==> src/rtl/ebr_sh_ctrl_if.sv <==
// ebr_sh_ctrl_if: control/status bundle between ebr_sh_ctrl and the EBR delay-line bank
// EBR_SH_CTRL_STALL_EN adds the hold input
interface ebr_sh_ctrl_if #(parameter int SLOT_W = 5);
    logic              clr_req;
    logic              cen;
    logic              sh_rst;
    logic [SLOT_W-1:0] slot;
    logic              sync;
    logic              busy;
    logic              clr_ack;
`ifdef EBR_SH_CTRL_STALL_EN
    logic              hold;
    modport master (output clr_req, hold, input cen, sh_rst, slot, sync, busy, clr_ack);
    modport slave  (input clr_req, hold, output cen, sh_rst, slot, sync, busy, clr_ack);
`else
    modport master (output clr_req, input cen, sh_rst, slot, sync, busy, clr_ack);
    modport slave  (input clr_req, output cen, sh_rst, slot, sync, busy, clr_ack);
`endif
endinterface

==> src/rtl/ebr_sh_ctrl.sv <==
// ebr_sh_ctrl: clock-enable, slot counter and delay-line wipe controller for the EBR delay bank
// EBR_SH_CTRL_STALL_EN adds hold, which freezes the divider and suppresses cen
module ebr_sh_ctrl #(
    parameter int DIV      = 2,
    parameter int STAGES   = 32,
    parameter int SLOT_W   = 5,
    parameter int WIPE_LEN = 64
) (
    input logic          clk,
    input logic          rst,
    ebr_sh_ctrl_if.slave bus
);
    localparam int DW = DIV > 1 ? $clog2(DIV) : 1;
    localparam int WW = WIPE_LEN > 1 ? $clog2(WIPE_LEN) : 1;
    typedef enum logic [1:0] {WIPE_INIT, RUN, WIPE_REQ, ACK} state_t;
    state_t            state, state_nx;
    logic [DW-1:0]     div_cnt;
    logic [WW-1:0]     wipe_cnt, wipe_nx;
    logic [SLOT_W-1:0] slot;
    logic              cen, sh_rst, clr_ack, hold;
    logic              div_last, frame_end, wipe_last, wiping;
`ifdef EBR_SH_CTRL_STALL_EN
    assign hold = bus.hold;
`else
    assign hold = 1'b0;
`endif
    assign div_last  = div_cnt == DW'(DIV - 1);
    assign frame_end = slot == SLOT_W'(STAGES - 1);
    assign wipe_last = wipe_cnt == WW'(WIPE_LEN - 1);
    assign wiping    = state == WIPE_INIT || state == WIPE_REQ;
    always_comb begin
        state_nx = state;
        case (state)
            WIPE_INIT, WIPE_REQ: if (cen && wipe_last) state_nx = state == WIPE_INIT ? RUN : ACK;
            RUN:                 if (cen && frame_end && bus.clr_req) state_nx = WIPE_REQ;
            default:             state_nx = RUN;
        endcase
        wipe_nx = (wiping && cen) ? (wipe_last ? '0 : wipe_cnt + 1'b1) : wipe_cnt;
    end
    // Outputs are registered from the next state so the wipe edge lines up with the slot wrap.
    always_ff @(posedge clk or posedge rst) begin
        if (rst) begin
            state    <= WIPE_INIT;
            div_cnt  <= '0;
            wipe_cnt <= '0;
            slot     <= '0;
            cen      <= 1'b0;
            sh_rst   <= 1'b1;
            clr_ack  <= 1'b0;
        end else begin
            state    <= state_nx;
            div_cnt  <= hold ? div_cnt : (div_last ? '0 : div_cnt + 1'b1);
            wipe_cnt <= wipe_nx;
            slot     <= cen ? (frame_end ? '0 : slot + 1'b1) : slot;
            cen      <= !hold && div_last;
            sh_rst   <= state_nx == WIPE_INIT || state_nx == WIPE_REQ;
            clr_ack  <= state_nx == ACK;
        end
    end
    assign bus.cen     = cen;
    assign bus.sh_rst  = sh_rst;
    assign bus.slot    = slot;
    assign bus.sync    = slot == '0;
    assign bus.busy    = sh_rst;
    assign bus.clr_ack = clr_ack;
endmodule

==> src/flat_wrapper.sv <==
// flat-port wrapper written by rule: the top's interface ports become plain ports
module ebr_sh_ctrl_flat 
#(
    parameter int DIV      = 2,
    parameter int STAGES   = 32,
    parameter int SLOT_W   = 5,
    parameter int WIPE_LEN = 64
)
  (clk, rst, bus_clr_req, bus_cen, bus_sh_rst, bus_slot, bus_sync, bus_busy, bus_clr_ack);
  ebr_sh_ctrl_if #(.SLOT_W(SLOT_W)) bus_i ();
  input logic clk;
  input logic rst;
  input wire logic [$bits(bus_i.clr_req)-1:0] bus_clr_req;
  output wire logic [$bits(bus_i.cen)-1:0] bus_cen;
  output wire logic [$bits(bus_i.sh_rst)-1:0] bus_sh_rst;
  output wire logic [$bits(bus_i.slot)-1:0] bus_slot;
  output wire logic [$bits(bus_i.sync)-1:0] bus_sync;
  output wire logic [$bits(bus_i.busy)-1:0] bus_busy;
  output wire logic [$bits(bus_i.clr_ack)-1:0] bus_clr_ack;
  assign bus_i.clr_req = bus_clr_req;
  assign bus_cen = bus_i.cen;
  assign bus_sh_rst = bus_i.sh_rst;
  assign bus_slot = bus_i.slot;
  assign bus_sync = bus_i.sync;
  assign bus_busy = bus_i.busy;
  assign bus_clr_ack = bus_i.clr_ack;
  ebr_sh_ctrl #(.DIV(DIV), .STAGES(STAGES), .SLOT_W(SLOT_W), .WIPE_LEN(WIPE_LEN)) u_core (.clk(clk), .rst(rst), .bus(bus_i));
endmodule
==> config.mk <==
export PLATFORM = sky130hd
export DESIGN_NAME = ebr_sh_ctrl_flat
export DESIGN_NICKNAME = d
export VERILOG_FILES = /design/src/rtl/ebr_sh_ctrl_if.sv /design/src/rtl/ebr_sh_ctrl.sv /design/src/flat_wrapper.sv
export SDC_FILE = /design/constraint.sdc
export NUM_CORES = 1
export LEC_CHECK = 0
export CORE_MARGIN = 3
export CORE_UTILIZATION = 30
export DETAILED_ROUTE_END_ITERATION = 7
export GPL_TIMING_DRIVEN = 0
export PLACE_DENSITY = 0.61
export SLEW_MARGIN = 20
export SYNTH_ARGS = -nofsm -noshare
export SYNTH_HDL_FRONTEND = slang
export SYNTH_SLANG_ARGS = --single-unit
==> constraint.sdc <==
create_clock -name clk -period 1.9 [get_ports clk]
set_clock_uncertainty 0.2 [all_clocks]
set_input_delay 0.285 -clock clk [delete_from_list [all_inputs] [get_ports clk]]
set_output_delay 0.285 -clock clk [all_outputs]
set_load 0.02 [all_outputs]
==> metrics.md <==
| Metric | Value |
|---|---|
| Critical path arrival | 1310 ps |
| WS Path Type | flip-flop to output port |
| DR iter-0 viols | 10 |
| Htree depth | 1 |
| Maximum number of pins on one net before global-route repair | 18 |
| Vias per cell | 4.82 |
| Post-synth EDFFs | 0 |
| Fin cells | 121 |
| Most frequent cells in the layout | dfrtp_1 (16), nand2_1 (10), o21ai_0 (7) |
| Asr flop ratio synth | 100% |
| Final slew viol count | 0 |
| DP HPWL | 1020 um |
| Most used DFF post-synth | dfrtp_1 |
| Final WL | 1400 um |
| Reg2reg path depth | 6 |
| Number of fillers in the final layout | 245 |
| Area taken by multi-input logic gates | 348 sq um |
| Final setup fails | 0 |
| Synthesized area per cell | around 11 sq um |
| Post-route DRC | 0 |
| Final Hold Violating Endpoints | 0 |
| RR Startpoint | u_core.bus.slot[0]$_DFFE_PP0P_ |
| Yosys reg bits | 17 |
| Chip height | 57.6 um |
| FF-to-FF setup slack | 110 ps |
| Skew-Pair Late Insertion Delay | 290 ps |
| Grt total ovfl | 0 |
| Cells after DPL | 116 |
| Hold WS | ~160 ps |
| Sequential share of the synthesized area | a little over half |
| Antenna diodes | 0 |
| Post-CTS Hold Buffers | 0 |
| Design area | 1020 sq um |
| PortBufs | 12 |
| Critical path's slowest cell | dfrtp_1 |
| Post-route ant nets | 0 |
| CP Launch Type | flip-flop |
| Total of max-cap violations | 0 |
| Antenna violations before repair | 0 |
| CTS Buf Count | 3 |
| RSZ-0062 raised after global routing | yes |
| Slowest stage delay, CP | 420 ps |
| TritonCTS clock tree | built |
| CP Cell Sequence | inv_2 -> ha_2 -> nor4b_4 -> buf_4 |
| IO Count | 13 |
| Starting density of the core | 31.9% |
| Die ar. | 3320 sq um |
| GRT Overall Usage | 9.45% |
| Commonest non-fill, non-tap cell in the layout | dfrtp_1 |
| Final Util | 40.6% |
| Drt wl/cell | 11.5 um |
| Final min period | 1800 ps |
| CTS Sinks | 17 |
| PwrDens | 556 nW/um^2 |
| Static leakage power | 0.461 nW |
| Nets | 99 |
| Cells after synthesis | 74 |
| Area delta synth->final | 27.3% |
| Core area | 2500 sq um |
| Slew margin rel. | between 50 and 60% |
| Syn nets | 81 |
| Fmax | 556 MHz |
| Setup TNS | 0 ps |
| Worst-path clk slew | 100 ps |
| Req. time, crit path | 1410 ps |
| Synth unique cells | 28 |
| Placer Congestion | a little over 0.8 |
| Status | finished, final reports clean |
| Ys Warns | 0 |
| Rows | 18 |
| Worst slew pin tran | 630 ps |
| Post-placement cell area | 962 sq um |
| Via Count | 583 |
| Number of global-route vias before repair | between 500 and 600 |
| Hold crit path type | input pin to asynchronous set/reset pin |
| Mapped cell area | 798 sq um |
| Clock buffer depth | 2 |
| Clk root buf | clkbuf_4 |
| Register area | between 400 and 500 sq um |
| Pre-Repair DR Iteration Count | 4 |
| VDD IR-drop max | approximately 0.22 mV |
| Critical path fanouts, max | 4 |
| Layout cells sized above 1 | 19.8% |
| Crit end category | output port |
| Final Cycle Share | 94.7% |
| Die X-Extent | 57.6 um |
| FF-to-FF End | u_core.bus.clr_ack$_DFF_PP0_ |
| Global-route wire length before repair | 2380 um |
==> registers in the layout, summed over array words and instances, names as in the netlist <==
name,cells
u_core.bus.clr_ack,1
u_core.bus.slot,5
u_core.bus.cen,1
u_core.wipe_cnt,6
u_core.div_cnt,1
u_core.state,2
u_core.bus.busy,1
==> critical path: cells and delay by family, from the launching register on <==
family,cells,cell delay [ps]
flops,1,420
buf+inv,2,250
simple gates,1,180
fa+ha+maj,1,170
==> through the flow <==
| step | power [mW] | setup WS [ps] |
|---|---|---|
| 2_1_floorplan | 0.374 | 122 |
| 3_3_place_gp | 0.380 | -18.4 |
| 3_5_place_dp | 0.381 | -69.8 |
| 4_1_cts | 0.579 | 10.5 |
| 5_1_grt | 0.601 | -23.4 |
| 6_report | 0.565 | 100 |
==> report_power, final <==
| group | switching, mW | internal (mW) | total, mW |
|---|---|---|---|
| sequential | 0 | 0.362 | 0.362 |
| clock | 0.114 | 0.0781 | 0.192 |
| combinational | 0.00719 | 0.00369 | 0.0109 |
==> routing by layer <==
layer,GRT usage (%),up-vias,routed length (um)
met3,2.04,2,58
met4,5.96,0,9
met2,15.0,11,637
met1,11.5,280,690
li1,-,290,-
met5,0,-,0
==> kinds of logic after synthesis <==
group | after synthesis | share of synthesized area, %
buf+inv | 9 | 5.80
mux | 3 | 3.92
compound gates | 13 | 10.5
simple gates | 26 | 17.9
fa+ha+maj | 4 | 6.27
xor+xnor | 2 | 2.19
flops | 17 | 53.4
==> how the worst max path moves through the flow <==
stage,from,end,depth (start not counted)
CTS,u_core.bus.slot[2]$_DFFE_PP0P_,bus_slot[2],1
floorplan,u_core.bus.slot[0]$_DFFE_PP0P_,u_core.bus.clr_ack$_DFF_PP0_,6
global route,u_core.bus.slot[1]$_DFFE_PP0P_,u_core.bus.clr_ack$_DFF_PP0_,6
finish,u_core.bus.slot[0]$_DFFE_PP0P_,bus_sync,4
global placement,u_core.bus.slot[0]$_DFFE_PP0P_,bus_sync,4
detailed placement,u_core.bus.slot[0]$_DFFE_PP0P_,bus_sync,4
==> area by class of cell <==
| type | instances | area share (%) |
|---|---|---|
| Sequential cell | 17 | 42.0 |
| Clock buffer | 3 | 2.22 |
| Timing Repair Buffer | 13 | 12.8 |
| Multi-Input combinational cell | 48 | 34.2 |
| Clock inverter | 1 | 0.493 |
| Tap cell | 30 | 3.69 |
| Buffer | 3 | 2.34 |
| Inverter | 6 | 2.22 |
==> cell usage after synthesis (2+ instances only) <==
master / number / area share (%)
o21ai_0: 7 / 4.4
nand3_1: 2 / 1.3
mux2i_1: 2 / 2.5
nor2_1: 4 / 1.9
and3_1: 3 / 2.4
dfrtp_1: 16 / 50
a22o_1: 2 / 2.2
ha_1: 4 / 6.3
nand2_1: 10 / 4.7
inv_1: 6 / 2.8
==> repair_timing <==
item | in CTS | in global routing
pin swaps | 0 | 2
buffers inserted | 0 | 1
endpoints found under the setup margin | 3 | 4
gates resized for setup | 7 | 9
Power figures use the tool's default switching activity.
